## src/rtl/tile_router.sv

```systemverilog
// Mesh tile router: one transmit FSM that hands a tile word to a single
// neighbour link, and one receive FIFO per link drained by the tile through
// a round-robin arbiter. The transmit and receive paths share no state.
//
// Transmit FSM
//   state | meaning
//   IDLE  | waiting for the tile to raise send
//   BUSY  | offering the latched word on link tx_dest until it acknowledges
//   DONE  | one-cycle send_done pulse, then back to IDLE
module tile_router #(
  parameter int DATA_W     = 32,
  parameter int NPORTS     = 4,
  parameter int FIFO_DEPTH = 4
) (
  input  logic                     clk,
  input  logic                     nrst,
  input  logic [DATA_W-1:0]        send_data,
  input  logic [2:0]               send_dest,
  input  logic                     send,
  output logic                     send_done,
  output logic [DATA_W-1:0]        recv_data,
  output logic [2:0]               recv_src,
  input  logic                     recv,
  output logic                     recv_valid,
  output logic                     bad_dest,
  output logic [NPORTS*DATA_W-1:0] link_send_data,
  output logic [NPORTS-1:0]        link_send_ready,
  input  logic [NPORTS-1:0]        link_send_done,
  input  logic [NPORTS*DATA_W-1:0] link_recv_data,
  input  logic [NPORTS-1:0]        link_recv_valid,
  output logic [NPORTS-1:0]        link_recv_ready
);

  localparam int AW = (FIFO_DEPTH > 1) ? $clog2(FIFO_DEPTH) : 1;
  localparam int PW = (NPORTS > 1) ? $clog2(NPORTS) : 1;
  localparam logic [AW:0] FULL_CNT = (AW+1)'(FIFO_DEPTH);
  localparam logic [3:0]  NPORTS_W = 4'(NPORTS);
  localparam logic [PW-1:0] LAST_PORT = PW'(NPORTS - 1);

  localparam logic [1:0] ST_IDLE = 2'd0;
  localparam logic [1:0] ST_BUSY = 2'd1;
  localparam logic [1:0] ST_DONE = 2'd2;

  logic [1:0]        state;
  logic [DATA_W-1:0] tx_word;
  logic [2:0]        tx_dest;
  logic              dest_bad;
  logic              tx_ack;

  // Destinations beyond the last real link are rejected without touching any link.
  assign dest_bad  = ({1'b0, send_dest} >= NPORTS_W);
  assign send_done = (state == ST_DONE);

  // Only the acknowledge of the link we are actually driving can end the transfer.
  always_comb begin
    tx_ack = 1'b0;
    for (int p = 0; p < NPORTS; p++) begin
      if (tx_dest == 3'(p)) tx_ack = link_send_done[p];
    end
  end

  // Transmit FSM with latched word/destination and the sticky bad_dest flag.
  always_ff @(posedge clk) begin
    if (!nrst) begin
      state    <= ST_IDLE;
      tx_word  <= '0;
      tx_dest  <= '0;
      bad_dest <= 1'b0;
    end else begin
      case (state)
        ST_IDLE: begin
          if (send) begin
            tx_word <= send_data;
            tx_dest <= send_dest;
            if (dest_bad) begin
              bad_dest <= 1'b1;
              state    <= ST_DONE;
            end else begin
              state <= ST_BUSY;
            end
          end
        end
        ST_BUSY: if (tx_ack) state <= ST_DONE;
        ST_DONE: state <= ST_IDLE;
        default: state <= ST_IDLE;
      endcase
    end
  end

  // Drive exactly one link while BUSY; all links are quiet and zeroed otherwise.
  always_comb begin
    link_send_ready = '0;
    link_send_data  = '0;
    for (int p = 0; p < NPORTS; p++) begin
      if (state == ST_BUSY && tx_dest == 3'(p)) begin
        link_send_ready[p]                   = 1'b1;
        link_send_data[p*DATA_W +: DATA_W]   = tx_word;
      end
    end
  end

  logic [DATA_W-1:0] mem    [NPORTS][FIFO_DEPTH];
  logic [AW-1:0]     wr_ptr [NPORTS];
  logic [AW-1:0]     rd_ptr [NPORTS];
  logic [AW:0]       count  [NPORTS];
  logic [AW:0]       cnt_nxt[NPORTS];
  logic [NPORTS-1:0] push;
  logic [NPORTS-1:0] pop;
  logic [NPORTS-1:0] nonempty;
  logic [PW-1:0]     prio;
  logic [PW-1:0]     grant;
  logic              found;
  int                idx;

  assign push       = link_recv_valid & link_recv_ready;
  assign recv_valid = |nonempty;
  assign recv_src   = 3'(grant);
  assign recv_data  = recv_valid ? mem[grant][rd_ptr[grant]] : '0;

  // Per-FIFO occupancy view and next occupancy; push and pop together leave it unchanged.
  always_comb begin
    for (int p = 0; p < NPORTS; p++) begin
      nonempty[p] = (count[p] != '0);
      pop[p]      = recv && recv_valid && (grant == PW'(p));
      case ({push[p], pop[p]})
        2'b10:   cnt_nxt[p] = count[p] + (AW+1)'(1);
        2'b01:   cnt_nxt[p] = count[p] - (AW+1)'(1);
        default: cnt_nxt[p] = count[p];
      endcase
    end
  end

  // Round-robin: first non-empty FIFO scanning upward from the priority pointer.
  always_comb begin
    grant = '0;
    found = 1'b0;
    idx   = 0;
    for (int i = 0; i < NPORTS; i++) begin
      idx = int'(prio) + i;
      if (idx >= NPORTS) idx = idx - NPORTS;
      if (!found && nonempty[idx]) begin
        found = 1'b1;
        grant = PW'(idx);
      end
    end
  end

  // FIFO pointers, occupancy, registered ready and the arbiter priority pointer.
  always_ff @(posedge clk) begin
    if (!nrst) begin
      for (int p = 0; p < NPORTS; p++) begin
        wr_ptr[p] <= '0;
        rd_ptr[p] <= '0;
        count[p]  <= '0;
      end
      link_recv_ready <= '1;
      prio            <= '0;
    end else begin
      for (int p = 0; p < NPORTS; p++) begin
        if (push[p]) wr_ptr[p] <= wr_ptr[p] + AW'(1);
        if (pop[p])  rd_ptr[p] <= rd_ptr[p] + AW'(1);
        count[p]           <= cnt_nxt[p];
        link_recv_ready[p] <= (cnt_nxt[p] != FULL_CNT);
      end
      if (recv && recv_valid) begin
        prio <= (grant == LAST_PORT) ? '0 : grant + PW'(1);
      end
    end
  end

  // FIFO storage needs no reset; occupancy alone decides what is visible.
  always_ff @(posedge clk) begin
    for (int p = 0; p < NPORTS; p++) begin
      if (push[p]) mem[p][wr_ptr[p]] <= link_recv_data[p*DATA_W +: DATA_W];
    end
  end

endmodule

```

## config.mk

```make
export PLATFORM = sky130hd
export DESIGN_NAME = tile_router
export DESIGN_NICKNAME = d
export VERILOG_FILES = /design/src/rtl/tile_router.sv
export SDC_FILE = /design/constraint.sdc
export NUM_CORES = 1
export LEC_CHECK = 0
export ABC_AREA = 1
export CAP_MARGIN = 15
export CELL_PAD_IN_SITES_DETAIL_PLACEMENT = 2
export CELL_PAD_IN_SITES_GLOBAL_PLACEMENT = 2
export CORE_MARGIN = 4
export CORE_UTILIZATION = 38
export DETAILED_ROUTE_END_ITERATION = 8
export PLACE_DENSITY_LB_ADDON = 0.1
export SKIP_LAST_GASP = 1
export SYNTH_ARGS = -nofsm -noshare
export SYNTH_HDL_FRONTEND = slang
export SYNTH_SLANG_ARGS = --single-unit
```

## constraint.sdc

```tcl
create_clock -name clk -period 9.2 [get_ports clk]
set_input_delay 2.3 -clock clk [delete_from_list [all_inputs] [get_ports clk]]
set_output_delay 2.3 -clock clk [all_outputs]
set_load 0.01 [all_outputs]
```

* Yosys cells after proc, flatten, opt, wreduce, memory -nomap -nowiden
Memory sizes are Yosys's and may differ from the RTL's.
Cells that the tools add are included.
** Storage, ports and cells
- Register bits after elaboration :: 44
- Memory bits (writable) :: 540
- Bits of input ports :: 175
- Output and inout bits :: 174
- Logic and storage cells :: 220
- Memories kept :: 4
** Memories
- mem :: depth 4, width 128, rd ports 1, clocked after Yosys merged registers in 0, write ports 4, line 102 : logic [DATA_W-1:0] mem [NPORTS][FIFO_DEPTH];
- count :: depth 4, width 3, rd ports 4, clocked after Yosys merged registers in 0, write ports 4, line 105 : logic [AW:0] count [NPORTS];
- rd_ptr :: depth 4, width 2, rd ports 5, clocked after Yosys merged registers in 0, write ports 4, line 104 : logic [AW-1:0] rd_ptr [NPORTS];
- wr_ptr :: depth 4, width 2, rd ports 4, clocked after Yosys merged registers in 0, write ports 4, line 103 : logic [AW-1:0] wr_ptr [NPORTS];
** Operators by class
- Add/sub/neg operators :: 24
- $lt $le $gt $ge :: 18
- Eq/ne operators :: 22
- Muxes and demuxes :: 98
- Bitwise gates (word level) :: 18
- Reduce and logical (&&, ||, !) cells :: 30
** Operators with widths (number)
- 128-bit 2-to-1 mux :: 4
- 32-bit 2-to-1 mux :: 15
- 32-bit demux with 2-bit select :: 4
- 32-bit by 4-bit < comparator with 1-bit output (second input constant) :: 4
- 32-bit binary-select mux with 2-bit select :: 1
- 1-bit 2-to-1 mux :: 45
- 2-bit 2-to-1 mux :: 16
- 3-bit >= comparator (second input constant) :: 9
- 3-bit case mux with 2 select lines :: 4
- 2-bit by 1-bit adder with 2-bit output (second input constant) :: 9
- 1-bit logical AND :: 16
- 2-bit NOT with 3-bit output :: 5
- 2-bit == test (second input constant) :: 7
- 3-bit by 1-bit adder with 3-bit output (second input constant) :: 4
- 2-bit by 1-bit == test with 1-bit output (second input constant) :: 6
- 3-bit by 1-bit < comparator with 1-bit output (second input constant) :: 4
- 3-bit 2-to-1 mux :: 4
- 3-bit inequality test (second input constant) :: 4
- 1-bit OR :: 12
- 3-bit nonzero test :: 4
- 3-bit by 1-bit subtractor with 3-bit output (second input constant) :: 4
- 3-bit by 3-bit subtractor with 4-bit output (second input constant) :: 3
- 1-bit binary-select mux with 2-bit select :: 4
- 2-bit by 2-bit adder with 3-bit output (second input constant) :: 2
- 14 further kinds :: 20

* Depth between registers and ports, before layout
- Word-level depth :: 21
- Depth in mapped cells :: 23
- Depth with buffers taken out :: 21

* Worst setup path after synthesis
OpenSTA, ideal clock, no wires.
- Path kind :: register to output
- From :: register prio[0]
- To :: output port recv_data[26]
- Arrival :: 2.074 ns
- Data required time :: 6.900 ns
- Path slack :: 4.826 ns
- Stages on the path, launching flop included :: 17
- Buffers on the path :: 3
- Path through :: dfxtp_1 > inv_2 > nand3_1 > nand3_1 > nand2_1 > nor2_2 > nand3_4 > nand2_4 > buf_6 > buf_6 > buf_2 > nand2_1 > nand3_1 > nand2_1 > nor2_1 > nor2_1 > nor2_1
** On the way
- Longest elaborated chain between the ends :: 21
- Elaborated cells on any way between the ends :: 47
- Those cells by class :: 7 x add/sub; 4 x order compare; 27 x mux; 1 x bitwise; 6 x reduce/logical; 2 x memory
** Ends and longest elaborated chain
- from (decl) :: line 110 : logic [PW-1:0] prio;
- from (signal assigned) :: line 166 : prio <= (grant == LAST_PORT) ? '0 : grant + PW'(1);
- branches (longest 14 deep; another with 3-bit by 3-bit subtractor with 4-bit output)
- 2-bit 2-to-1 mux * :: line 141 : if (!found && nonempty[idx]) begin
- memory 4 x 2 bit
- 2-bit NOT with 3-bit output (not written as such) :: line 118 : assign recv_data = recv_valid ? mem[grant][rd_ptr[grant]] : '0;
- 32-bit binary-select mux with 2-bit select * :: line 118
- 32-bit 2-to-1 mux (not written as such) * (2 in series) :: line 118
- 32-bit 2-to-1 mux * :: line 118
- to (decl) :: line 21 : output logic [DATA_W-1:0] recv_data,
Mark *: on every way between the ends. The select of a mux whose other input is x is not followed.

* Final worst setup path
- From :: register prio[0]
- To :: output port recv_data[14]
Same word-level chain as after synthesis.

==> report_table.html <==
<table>
<tr><th>Metric</th><th>Value</th></tr>
<tr><th colspan="2">Drt</th></tr>
<tr><td>DRC</td><td>0</td></tr>
<tr><td>Wire length reported by the detailed router</td><td>103 mm</td></tr>
<tr><td>Via count normalized by instance count</td><td>5.36</td></tr>
<tr><td>DR iter-0 viols</td><td>1689</td></tr>
<tr><td>Average detailed-routed wire length per instance</td><td>26.0 um</td></tr>
<tr><td>DR vias</td><td>21300</td></tr>
<tr><td>Remaining antenna violation count</td><td>0</td></tr>
<tr><td>Drt first pass iters</td><td>5</td></tr>
<tr><th colspan="2">Global routing</th></tr>
<tr><td>GRT Overall Usage</td><td>27.3%</td></tr>
<tr><td>Total congestion overflow</td><td>0</td></tr>
<tr><td>Number of global-route vias before repair</td><td>23600</td></tr>
<tr><td>Antenna violations before repair</td><td>5</td></tr>
<tr><td>Largest net degree at the start of global routing</td><td>112</td></tr>
<tr><td>Global-route wire length before repair</td><td>152 mm</td></tr>
<tr><th colspan="2">Yosys</th></tr>
<tr><td>Synthesis-stage register bit count</td><td>584</td></tr>
<tr><td>Number of nets in the synthesized netlist</td><td>2886</td></tr>
<tr><td>Post-synthesis instance total</td><td>2686</td></tr>
<tr><td>Share of synthesized area occupied by flip-flops and latches</td><td>63.8%</td></tr>
<tr><td>Mean area per synthesized cell</td><td>9.91 um2</td></tr>
<tr><td>Unique masters post-synth</td><td>33</td></tr>
<tr><td>Synthesized cell area</td><td>26600 um2</td></tr>
<tr><td>Number of warnings reported in the yosys synthesis log</td><td>0</td></tr>
<tr><th colspan="2">Status</th></tr>
<tr><td>Status</td><td>completed</td></tr>
<tr><th colspan="2">Floorplan</th></tr>
<tr><td>Die Span Y</td><td>273 um</td></tr>
<tr><td>Number of rows created at floorplan</td><td>96</td></tr>
<tr><td>Initial Util</td><td>38.6%</td></tr>
<tr><td>Horizontal die dimension</td><td>273 um</td></tr>
<tr><td>Core area</td><td>69100 um2</td></tr>
<tr><td>Die Footprint</td><td>74400 um2</td></tr>
<tr><td>Ports</td><td>349</td></tr>
<tr><th colspan="2">Timing</th></tr>
<tr><td>Slew at the pin with the worst max-slew slack</td><td>1.16 ns</td></tr>
<tr><td>Worst clock skew</td><td>0.0208 ns</td></tr>
<tr><td>Max Fclk</td><td>121 MHz</td></tr>
<tr><td>Tmin final</td><td>8.28 ns</td></tr>
<tr><td>Max-Slew Margin vs Limit</td><td>22.3%</td></tr>
<tr><td>RSZ-0062 raised after global routing</td><td>false</td></tr>
<tr><td>Post-route fraction of the period consumed by the critical path</td><td>90.0%</td></tr>
<tr><td>Final setup TNS</td><td>0 ns</td></tr>
<tr><td>Final count of hold timing violations</td><td>0</td></tr>
<tr><td>Setup violations, final</td><td>0</td></tr>
<tr><td>Pins Over Slew Limit</td><td>0</td></tr>
<tr><th colspan="2">Placed design</th></tr>
<tr><td>IO buf count</td><td>347</td></tr>
<tr><td>Post-DP HPWL</td><td>62.3 mm</td></tr>
<tr><td>Routability congestion estimate</td><td>0.794</td></tr>
<tr><th colspan="2">Setup path</th></tr>
<tr><td>Start of the worst register-to-register path</td><td>prio[0]$_SDFFE_PN0P_</td></tr>
<tr><td>Required time worst endpoint</td><td>6.90 ns</td></tr>
<tr><td>Internal reg-to-reg setup slack</td><td>3.85 ns</td></tr>
<tr><td>Reg2reg end</td><td>link_recv_ready[1]$_SDFF_PN1_</td></tr>
<tr><td>Worst-path fanout max</td><td>111</td></tr>
<tr><td>Worst endpoint data arrival time</td><td>5.98 ns</td></tr>
<tr><td>Capturing element type of the critical path</td><td>primary output</td></tr>
<tr><td>Logic depth of the worst register-to-register path</td><td>20</td></tr>
<tr><td>Launching element type of the critical path</td><td>flop</td></tr>
<tr><td>Crit Path Class</td><td>reg2out</td></tr>
<tr><th colspan="2">Layout</th></tr>
<tr><td>Layout cell share with drive strength beyond 1</td><td>5.59%</td></tr>
<tr><td>Area occupied by registers</td><td>17000 um2</td></tr>
<tr><td>Fill cells</td><td>7159</td></tr>
<tr><td>Synthesis-to-finish area growth</td><td>24.4%</td></tr>
<tr><td>Final-stage net count</td><td>3185</td></tr>
<tr><td>Multi-input gate area in the final layout</td><td>7790 um2</td></tr>
<tr><th colspan="2">Min path</th></tr>
<tr><td>Min-delay src</td><td>bad_dest$_SDFFE_PN0P_</td></tr>
<tr><td>Hold Crit Endpoint</td><td>bad_dest$_SDFFE_PN0P_</td></tr>
<tr><td>Hold Path Class</td><td>reg2reg</td></tr>
<tr><td>Instance count along the most critical hold path</td><td>2</td></tr>
<tr><th colspan="2">Clock network</th></tr>
<tr><td>Sinks on Clock Net</td><td>584</td></tr>
<tr><td>Clk root buf</td><td>sky130_fd_sc_hd__clkbuf_16</td></tr>
<tr><td>Resize count post-CTS</td><td>0</td></tr>
<tr><td>H-tree Lvls</td><td>3</td></tr>
<tr><td>Clock tree from TritonCTS</td><td>yes</td></tr>
<tr><td>Clock edge transition at the registers on the reported setup and hold paths</td><td>0.06 ns</td></tr>
<tr><td>Buffer depth of the longest clock path</td><td>3</td></tr>
<tr><td>Hold bufs inserted after CTS</td><td>0</td></tr>
<tr><td>Clock latency at the later pin of the worst-skew pair</td><td>0.62 ns</td></tr>
<tr><td>CTS buffer count</td><td>67</td></tr>
<tr><td>Number of buffers inserted to repair setup after CTS</td><td>0</td></tr>
<tr><th colspan="2">Job</th></tr>
<tr><td>Max-capacitance violation count</td><td>0</td></tr>
</table>
==> registers in the layout, indices dropped and copies added (netlist names) <==
register / cells
mem: 512
tx_word: 32
count: 12
rd_ptr: 8
wr_ptr: 8
link_recv_ready: 4
tx_dest: 3
prio: 2
state: 2
bad_dest: 1
==> per-layer routing <==
metal,global-route usage [%],wire length (um)
met5,0,23
met4,7.75,2550
met3,3.64,4870
met2,49.6,54000
met1,34.0,41800
==> cell usage after synthesis <==
library cell | number | share of area, %
sky130_fd_sc_hd__inv_1 | 323 | 4.6
sky130_fd_sc_hd__dfxtp_1 | 56 | 4.2
sky130_fd_sc_hd__buf_6 | 6 | 0.25
sky130_fd_sc_hd__nand4_1 | 2 | 0.047
sky130_fd_sc_hd__buf_1 | 5 | 0.070
sky130_fd_sc_hd__o21ai_0 | 50 | 0.94
sky130_fd_sc_hd__nand2_2 | 3 | 0.070
sky130_fd_sc_hd__a211oi_1 | 2 | 0.056
sky130_fd_sc_hd__nor3b_1 | 4 | 0.11
sky130_fd_sc_hd__ha_1 | 21 | 0.99
sky130_fd_sc_hd__nand2_1 | 664 | 9.4
sky130_fd_sc_hd__nand2_4 | 2 | 0.085
sky130_fd_sc_hd__nor4_1 | 2 | 0.047
sky130_fd_sc_hd__edfxtp_1 | 528 | 60
sky130_fd_sc_hd__o21ai_1 | 1 | 0.019
sky130_fd_sc_hd__clkbuf_1 | 62 | 0.87
sky130_fd_sc_hd__nor2_4 | 2 | 0.085
sky130_fd_sc_hd__clkinv_1 | 1 | 0.014
sky130_fd_sc_hd__nor2_1 | 281 | 4.0
sky130_fd_sc_hd__conb_1 | 1 | 0.014
sky130_fd_sc_hd__fa_1 | 4 | 0.30
sky130_fd_sc_hd__a21oi_1 | 50 | 0.94
sky130_fd_sc_hd__buf_4 | 18 | 0.51
sky130_fd_sc_hd__nand3b_1 | 162 | 4.6
sky130_fd_sc_hd__nand3_2 | 2 | 0.075
sky130_fd_sc_hd__nor3_1 | 4 | 0.075
sky130_fd_sc_hd__nand3_4 | 1 | 0.066
sky130_fd_sc_hd__inv_2 | 5 | 0.070
sky130_fd_sc_hd__xnor2_1 | 6 | 0.20
sky130_fd_sc_hd__buf_2 | 64 | 1.2
sky130_fd_sc_hd__a311oi_1 | 1 | 0.033
sky130_fd_sc_hd__nand3_1 | 348 | 6.5
sky130_fd_sc_hd__nor2_2 | 5 | 0.12
==> critical path, stage by stage (launching register included) <==
cell	delay, ns
sky130_fd_sc_hd__dfxtp_1	0.48
sky130_fd_sc_hd__inv_2	0.18
sky130_fd_sc_hd__nand3_1	0.21
sky130_fd_sc_hd__nand3_1	0.14
sky130_fd_sc_hd__nand2_1	0.16
sky130_fd_sc_hd__nor2_1	0.06
sky130_fd_sc_hd__nand2_1	0.17
sky130_fd_sc_hd__nand2_8	0.47
sky130_fd_sc_hd__nand2_8	0.63
sky130_fd_sc_hd__buf_4	0.68
sky130_fd_sc_hd__buf_4	0.76
sky130_fd_sc_hd__nand2_1	0.13
sky130_fd_sc_hd__nand3_1	0.14
sky130_fd_sc_hd__nand2_1	0.10
sky130_fd_sc_hd__nor2_1	0.12
sky130_fd_sc_hd__nor2_1	0.07
sky130_fd_sc_hd__nor2_1	0.18
sky130_fd_sc_hd__clkdlybuf4s50_1	0.57
==> through the flow <==
step	hold WS [ns]	utilization (%)	setup WS [ns]	area, um2	cells
global route	0.526	48.0	0.521	33100	3973
finish	0.484	48.0	0.923	33100	3973
global placement	0.460	44.8	1.85	30900	3845
CTS	0.494	47.9	0.852	33100	3968
detailed placement	0.481	44.8	1.61	30900	3845
floorplan	0.447	-	4.83	26600	2686
==> placed cells by master (no fill, tap or decap), drive strengths merged, types with 38 or more instances in the layout <==
cell type      netlist  layout
clkdlybuf4s50        0     347
dfxtp               56      56
a21oi               50      50
nand3              351     351
o21ai               51      51
nand2              669     669
nand3b             162     162
nor2               288     288
buf                 93      38
inv                328     332
clkbuf              62      91
edfxtp             528     528
==> cells by family after synthesis <==
family	Yosys count	share of synthesized area, %
and+or+nand+nor	1482	25.2
DFF	584	63.8
buffers and inverters	484	7.55
AOI/OAI and AO/OA	104	1.99
adders and majority gates	25	1.29
xor gates and xnor gates	6	0.197
other	1	0.0141
==> how the worst max path moves through the flow <==
stage | start | end | slack (ns) | cells past startpoint
floorplan | prio[0]$_SDFFE_PN0P_ | recv_data[26] | 4.83 | 16
global placement | prio[0]$_SDFFE_PN0P_ | recv_data[14] | 1.85 | 17
detailed placement | prio[0]$_SDFFE_PN0P_ | recv_data[14] | 1.61 | 17
CTS | prio[0]$_SDFFE_PN0P_ | recv_data[14] | 0.85 | 17
global route | prio[0]$_SDFFE_PN0P_ | recv_data[12] | 0.52 | 17
finish | prio[0]$_SDFFE_PN0P_ | recv_data[14] | 0.92 | 17
==> area by class of cell <==
type | instances | share of cell area (%)
Antenna cell | 3 | 0.0227
Clock buffer | 91 | 5.55
Clock inverter | 32 | 0.926
Inverter | 329 | 3.73
Multi-Input combinational cell | 1618 | 23.5
Sequential cell | 584 | 51.3
Tap cell | 931 | 3.52
Timing Repair Buffer | 385 | 11.5
Power is not shown: default switching activity piles up to over one toggle a cycle in this logic, so the estimate is an artifact.
